==> src/rtl/mem_arb_pkg.sv <==
// -----------------------------------------------------------------------------
// mem_arb_pkg
//   Shared types and constants for the two-master data RAM arbiter.
//   - arb_state_e : arbitration FSM state (idle / master 0 owns / master 1 owns)
//   - OWNER_*     : encoding of the debug 'owner' output
//   - DEF_*       : default widths and burst limit used by data_mem_arbiter
// -----------------------------------------------------------------------------
package mem_arb_pkg;

  typedef enum logic [1:0] {
    ST_IDLE = 2'd0,
    ST_OWN0 = 2'd1,
    ST_OWN1 = 2'd2
  } arb_state_e;

  localparam logic [1:0] OWNER_IDLE = 2'b00;
  localparam logic [1:0] OWNER_M0   = 2'b01;
  localparam logic [1:0] OWNER_M1   = 2'b10;

  localparam int unsigned DEF_ADDR_W    = 8;
  localparam int unsigned DEF_DATA_W    = 8;
  localparam int unsigned DEF_MAX_BURST = 4;

  // Debug owner code for a given arbitration state.
  function automatic logic [1:0] owner_code(arb_state_e st);
    case (st)
      ST_OWN0: owner_code = OWNER_M0;
      ST_OWN1: owner_code = OWNER_M1;
      default: owner_code = OWNER_IDLE;
    endcase
  endfunction

endpackage

==> src/rtl/data_mem_arbiter.sv <==
// -----------------------------------------------------------------------------
// data_mem_arbiter
//   Serialises accesses of two masters (m0 = micro data bus, m1 = loader/DMA)
//   onto one single-port RAM. Round-robin ownership with a bounded burst:
//   while the other master waits, an owner gets at most MAX_BURST consecutive
//   grants before ownership hands over with no dead cycle.
//
// Ports
//   clk, reset            : clock, synchronous active-low reset
//   mK_req/addr/wdata/we  : master K access request (held until granted)
//   mK_gnt                : master K transfer accepted this cycle
//   mK_rvalid/rdata       : read data for master K, one cycle after its grant
//   ram_addr/wdata/we     : combinational drive of the RAM port
//   ram_rdata             : RAM read data, valid one cycle after the address
//   owner                 : debug, 00 idle / 01 m0 / 10 m1
// -----------------------------------------------------------------------------
module data_mem_arbiter
  import mem_arb_pkg::*;
#(
  parameter int unsigned ADDR_W    = DEF_ADDR_W,
  parameter int unsigned DATA_W    = DEF_DATA_W,
  parameter int unsigned MAX_BURST = DEF_MAX_BURST
) (
  input  logic              clk,
  input  logic              reset,
  input  logic              m0_req,
  input  logic [ADDR_W-1:0] m0_addr,
  input  logic [DATA_W-1:0] m0_wdata,
  input  logic              m0_we,
  output logic              m0_gnt,
  output logic              m0_rvalid,
  output logic [DATA_W-1:0] m0_rdata,
  input  logic              m1_req,
  input  logic [ADDR_W-1:0] m1_addr,
  input  logic [DATA_W-1:0] m1_wdata,
  input  logic              m1_we,
  output logic              m1_gnt,
  output logic              m1_rvalid,
  output logic [DATA_W-1:0] m1_rdata,
  output logic [ADDR_W-1:0] ram_addr,
  output logic [DATA_W-1:0] ram_wdata,
  output logic              ram_we,
  input  logic [DATA_W-1:0] ram_rdata,
  output logic [1:0]        owner
);

  localparam int unsigned CNT_W = (MAX_BURST > 1) ? $clog2(MAX_BURST) : 1;
  // Saturation value of burst_cnt; reaching it with a grant ends the burst.
  localparam logic [CNT_W-1:0] CNT_LAST = CNT_W'(MAX_BURST - 1);

  arb_state_e       state_q, state_d;
  logic             last_q, last_d;          // last owner, 0 = m0
  logic [CNT_W-1:0] burst_cnt_q, burst_cnt_d;
  logic             rd_pend_q, rd_pend_d;
  logic             rd_tag_q, rd_tag_d;      // master of the pending read

  logic own_is_m1;
  logic own_req;
  logic oth_req;

  assign own_is_m1 = (state_q == ST_OWN1);
  assign own_req   = own_is_m1 ? m1_req : m0_req;
  assign oth_req   = own_is_m1 ? m0_req : m1_req;

  // ---------------------------------------------------------------------------
  // State register
  // ---------------------------------------------------------------------------
  // NOTE: sequential state uses non-blocking assignments so every flop samples
  // the pre-edge value of every other flop, independent of process order.
  always_ff @(posedge clk) begin
    if (!reset) begin
      state_q     <= ST_IDLE;
      last_q      <= 1'b1;   // m0 wins the first tie after reset
      burst_cnt_q <= '0;
      rd_pend_q   <= 1'b0;
      rd_tag_q    <= 1'b0;
    end else begin
      state_q     <= state_d;
      last_q      <= last_d;
      burst_cnt_q <= burst_cnt_d;
      rd_pend_q   <= rd_pend_d;
      rd_tag_q    <= rd_tag_d;
    end
  end

  // ---------------------------------------------------------------------------
  // Next-state logic: round-robin pick from idle, burst-bounded handover
  // ---------------------------------------------------------------------------
  // NOTE: every variable gets a default before any branch, so no path through
  // the block leaves one unassigned and no latch is inferred.
  always_comb begin
    state_d     = state_q;
    last_d      = last_q;
    burst_cnt_d = burst_cnt_q;

    case (state_q)
      ST_IDLE: begin
        if (m0_req && m1_req) begin
          state_d = last_q ? ST_OWN0 : ST_OWN1;
        end else if (m0_req) begin
          state_d = ST_OWN0;
        end else if (m1_req) begin
          state_d = ST_OWN1;
        end
      end

      ST_OWN0, ST_OWN1: begin
        if (!own_req) begin
          // Owner released: hand over (one cycle without grant) or go idle.
          state_d     = oth_req ? (own_is_m1 ? ST_OWN0 : ST_OWN1) : ST_IDLE;
          last_d      = own_is_m1;
          burst_cnt_d = '0;
        end else if (burst_cnt_q == CNT_LAST && oth_req) begin
          // Burst exhausted on this grant: the other master is granted next
          // cycle, so the bus never idles.
          state_d     = own_is_m1 ? ST_OWN0 : ST_OWN1;
          last_d      = own_is_m1;
          burst_cnt_d = '0;
        end else if (burst_cnt_q != CNT_LAST) begin
          // Owner is granted this cycle; count saturates when uncontested.
          burst_cnt_d = burst_cnt_q + 1'b1;
        end
      end

      default: begin
        state_d = ST_IDLE;
      end
    endcase
  end

  // ---------------------------------------------------------------------------
  // Output logic: grants, RAM drive, read return
  // ---------------------------------------------------------------------------
  // Grants and read-valids are also held low while reset is asserted, so a
  // master never sees a transfer accepted in a cycle that is being discarded.
  always_comb begin
    m0_gnt    = 1'b0;
    m1_gnt    = 1'b0;
    ram_addr  = '0;
    ram_wdata = '0;
    ram_we    = 1'b0;

    if (reset) begin
      case (state_q)
        ST_OWN0: m0_gnt = m0_req;
        ST_OWN1: m1_gnt = m1_req;
        default: ;
      endcase
    end

    if (m0_gnt) begin
      ram_addr  = m0_addr;
      ram_wdata = m0_wdata;
      ram_we    = m0_we;
    end else if (m1_gnt) begin
      ram_addr  = m1_addr;
      ram_wdata = m1_wdata;
      ram_we    = m1_we;
    end

    // A granted read returns data next cycle; the tag routes it.
    rd_pend_d = (m0_gnt && !m0_we) || (m1_gnt && !m1_we);
    rd_tag_d  = m1_gnt;

    m0_rvalid = reset && rd_pend_q && !rd_tag_q;
    m1_rvalid = reset && rd_pend_q && rd_tag_q;
    m0_rdata  = m0_rvalid ? ram_rdata : '0;
    m1_rdata  = m1_rvalid ? ram_rdata : '0;

    owner     = reset ? owner_code(state_q) : OWNER_IDLE;
  end

endmodule

==> config.mk <==
export PLATFORM = sky130hd
export DESIGN_NAME = data_mem_arbiter
export DESIGN_NICKNAME = d
export VERILOG_FILES = /design/src/rtl/mem_arb_pkg.sv /design/src/rtl/data_mem_arbiter.sv
export SDC_FILE = /design/constraint.sdc
export NUM_CORES = 1
export LEC_CHECK = 0
export CORE_UTILIZATION = 33
export DETAILED_ROUTE_END_ITERATION = 12
export PLACE_DENSITY_LB_ADDON = 0.08
export SYNTH_ARGS = -nofsm -noshare
export SYNTH_HDL_FRONTEND = slang
export SYNTH_SLANG_ARGS = --single-unit
==> constraint.sdc <==
create_clock -name clk -period 2.6 [get_ports clk]
set_input_delay 0.52 -clock clk [delete_from_list [all_inputs] [get_ports clk]]
set_output_delay 0.52 -clock clk [all_outputs]
set_load 0.02 [all_outputs]
# Word level (Yosys, flattened, before mapping)
# Index checks and enable logic that the tools add are counted.
# totals
reg_bits,7
latch_bits,0
ramBits,0
romBits,0
out_inout_bits,39
word_cells,60
mem_count,0
# classes
n_addsub,1
mul,0
div,0
n_lt_le_gt_ge,0
n_eq_ne,8
shift,0
mux,30
n_bitwise,0
n_reduce_logical,16
# op_table
cell,count
8-bit 2-to-1 mux,6
2-bit 2-to-1 mux,12
1-bit 2-to-1 mux,10
2-bit one-hot mux with 2 select lines,2
1-bit logical AND,7
2-bit AND reduction,3
2-bit equality test (second input constant),2
4-bit inequality test (second input constant),1
1-bit zero test,3
3-bit by 1-bit inequality test with 1-bit output (second input constant),1
3-bit inequality test (second input constant),1
2-bit by 1-bit adder with 2-bit output (second input constant),1
2-bit by 1-bit equality test with 1-bit output (second input constant),1
2-bit zero test,1
2-bit by 1-bit inequality test with 1-bit output (second input constant),1
2-bit inequality test (second input constant),1
2-bit OR reduction,1
1-bit logical OR,1

# Longest topological paths before layout
# depth
ltp_word,6
ltp_mapped,7
ltp_nobuf,6

# Worst setup path before layout
# OpenSTA, ideal clock, no wires.
# synth_timing
path_kind,reg2out
start,register state_q[0]
end,output port ram_addr[2]
arrival_ns,1.572
required_time_ns,2.080
setup_slack_ns,0.508
stages_incl_launch_ff,8
path_buffers,2
path_cell_list,dfxtp_1 -> inv_1 -> ha_1 -> buf_6 -> and3_2 -> a21boi_4 -> buf_6 -> a22o_2
# synth_via
elab_chain_cells,5
word_cells_on_any_way,8
classes_between,eq/ne (2); mux (6)
# synth_rtl
item,line,text
"start, declared",data_mem_arbiter.sv:51,"arb_state_e state_q, state_d;"
"start signal, assigned",data_mem_arbiter.sv:78,state_q <= state_d;
2-bit equality test,data_mem_arbiter.sv:144,case (state_q)
1-bit 2-to-1 mux,data_mem_arbiter.sv:144,
1-bit 2-to-1 mux,data_mem_arbiter.sv:143,if (reset) begin
via m1_gnt,data_mem_arbiter.sv:37,"output logic m1_gnt,"
8-bit 2-to-1 mux,data_mem_arbiter.sv:155,end else if (m1_gnt) begin
8-bit 2-to-1 mux,data_mem_arbiter.sv:151,if (m0_gnt) begin
"end, declared",data_mem_arbiter.sv:40,"output logic [ADDR_W-1:0] ram_addr,"
# The timed path passes the listed nets, and every way through them passes these cells.

# Worst setup path after layout
# layout_timing
start,input port reset
end,output port ram_addr[6]
# layout_via
elab_chain_cells,3
word_cells_on_any_way,4
classes_between,mux (4)
# layout_rtl
item,line,text
"start, declared",data_mem_arbiter.sv:25,"input logic reset,"
1-bit 2-to-1 mux,data_mem_arbiter.sv:143,
8-bit 2-to-1 mux,data_mem_arbiter.sv:155,
8-bit 2-to-1 mux *,data_mem_arbiter.sv:151,
# Every way passes the cells marked *; elsewhere a longest branch is shown, timed or not.

==> qor.yml <==
synth_edf_count: 0
arrival_ns: 2.02
grt-ovfl-total: 0
rsz0062_at_grt: "no"
syn_to_final_growth_pct: 96.1
setup_viol: 0
n_antenna_cell: 0
syn-num-nets: 160
start_kind: "input pin"
r2r_cells: 6
min_period_ns: 2.54
wire_per_inst_um: 14.7
cts_inserted_buffers: 3
drive_above_1_share: 0.202
async_flop_share: 0
placed_cell_area_um2: 1820
dr.pass1.iters: 3
yosys.area_share.simple: 0.270
wl_mm: 3.35
reg2reg_to: "burst_cnt_q[0]$_SDFFE_PN0P_"
hold_violations: 0
seq_area_frac_synth: 0.154
fp.coreArea_um2: 2540
grt_first_pass_wirelength_mm: 4.93
dp_worst_setup_slack_ns: -0.255
grt_max_degree: 20
die_y_um: 54.4
die_x_um: 54.4
dieArea_um2: 2960
finalCritPeriodShare: 0.977
port_buffers: 84
path_clk_slew_ns: 0.05
critical_path.startpoint: "reset"
final_antenna_net_count: 0
critPathSlowestCell: "clkdlybuf4s50_1"
nFillCells: 231
htreeDepth: 1
ctsHoldBuffers: 0
crit_chain: "clkdlybuf4s50_1, buf_4, and3_1, buf_12, a22o_2, clkdlybuf4s15_1"
synth_xor_xnor_area_share: 0
synth_cells: 108
ys_types: 34
netlist_top_cells_count: "and2_1, a22o_2"
total_power_uw: 796
timing.hold.ws_ns: 0.510
num_vias: 1149
cpPeakStageDelay_ns: 0.45
syn_avg_cell_area_um2: 8.40
synth_top_family_by_area: "compound AO/OA/AOI/OAI gates"
syn-cell-area_um2: 907
ys_ff_latch: 7
yosys.area_share.adder: 0.0828
detailed_place_hpwl_mm: 2.83
worstHoldPathType: "flip-flop to flip-flop"
skew_ns: 0.00112
postCtsSetupBuffers: 0
routabilityCongestion: 0.784
design_area_um2: 1780
first_global_vias: 1081
drtIter0Drc: 7
max_freq_ghz: 0.394
cts_buffer_depth: 2
synth_compound_area_frac: 0.324
timing.slew.headroom: 0.812
min_delay_path_depth: 2
worstSkewPairLatency_ns: 0.25
reg2reg_from: "state_q[0]$_SDFFE_PN0P_"
tns_ns: 0
yosysTopAreaCell: "dfxtp_1"
worst_pin_slew_ns: 0.276
ios: 85
cts.sinks: 7
max-vdd-ir-drop_mv: 0.383
power.density_nw_per_um2: 447
power_leakage_nw: 0.853
status: "finished, final reports clean"
yosysWarnings: 0
setup_ws_ns: 0.0602
path_max_fanout: 19
critPathKind: "input pin to output pin"
antenna_found_initial: 0
drc_errors: 0
via_per_inst: 5.04
post_cts_resized: 36
synth_most_common_cell: "and2_1"
clock-root-buffer: "clkbuf_4"
track_usage: 0.232
synth.area.mux_share: 0.0634
max_cap_violations: 0
synth_area_leaders: "dfxtp_1, and2_1, a22o_2"
start_util: 0.356
end_kind: "output pin"
synth_top_area_share: 0.154
min_from: "state_q[0]$_SDFFE_PN0P_"
rows: 18
r2r_setup_slack_ns: 0.92
tritoncts: "yes"
nNetsFinal: 251
slew_viol_final: 0
setup.worst_path.end: "ram_addr[6]"
worstPathRequired_ns: 2.08
synth_ff_type: "dfxtp_1"
## cell usage in the layout, fill, tap and decap left out, types with 3 or more instances in the layout
cell type | Yosys | final
nor2b_1 | 3 | 3
a21oi_1 | 3 | 3
clkbuf_2 | 0 | 9
clkbuf_4 | 0 | 3
and3_2 | 2 | 3
clkdlybuf4s50_1 | 0 | 48
inv_1 | 7 | 7
nand2_1 | 7 | 7
and2_1 | 19 | 19
o21ai_0 | 3 | 3
a22o_1 | 7 | 7
clkdlybuf4s15_1 | 0 | 8
ha_1 | 6 | 6
a22o_2 | 10 | 10
dlygate4sd2_1 | 0 | 18
buf_4 | 0 | 8
dfxtp_1 | 7 | 7
## state kept, by name, summed over array words and instances (netlist names)
| signal | count |
|---|---|
| burst_cnt_q | 2 |
| state_q | 2 |
| rd_tag_q | 1 |
| last_q | 1 |
| rd_pend_q | 1 |
## metrics by stage
step / util / cells
3_5_place_dp: 0.714 / 224
4_1_cts: 0.707 / 228
5_1_grt: 0.699 / 228
6_report: 0.699 / 228
2_1_floorplan: - / 108
3_3_place_gp: 0.714 / 224
## report_power, final
part / internal, mW / total, mW / switching (mW) / leakage [nW]
Combinational: 0.268 / 0.534 / 0.265 / 0.781
Sequential: 0.138 / 0.161 / 0.0231 / 0.0572
Clock: 0.0587 / 0.101 / 0.0427 / 0.0150
## worst min-delay path by stage
stage | end
global route | last_q$_SDFFE_PN1P_
global placement | state_q[0]$_SDFFE_PN0P_
detailed placement | state_q[0]$_SDFFE_PN0P_
finish | state_q[0]$_SDFFE_PN0P_
CTS | state_q[0]$_SDFFE_PN0P_
floorplan | state_q[0]$_SDFFE_PN0P_
## layer usage
layer / GRT usage / share of wire / up-vias
met5: 0 / 0 / -
met4: 0.0769 / 0.012 / 0
met3: 0.0389 / 0.074 / 6
met2: 0.437 / 0.50 / 45
met1: 0.258 / 0.41 / 531
li1: - / - / 567
## cell type report
type	count	area [um2]	share of cell area
timing repair buffer	94	876	0.492
multi-input combinational	86	673	0.378
sequential	7	140	0.0788
tap	30	37.5	0.0211
clock buffer	4	26.3	0.0148
inverter	7	26.3	0.0148
## logic make-up (layout without fill, tap and decap cells)
logic type	Yosys count	after routing
adders and majority gates	6	6
muxes	4	4
buffers and inverters	15	105
DFF	7	7
AOI/OAI and AO/OA	34	34
and+or+nand+nor	42	42
## worst max-delay path, delay by kind of cell
family                 cells  cell delay, ns
AOI/OAI and AO/OA          1            0.25
buffers and inverters      4            1.06
and+or+nand+nor            1            0.19
(Power assumes the default switching activity.)
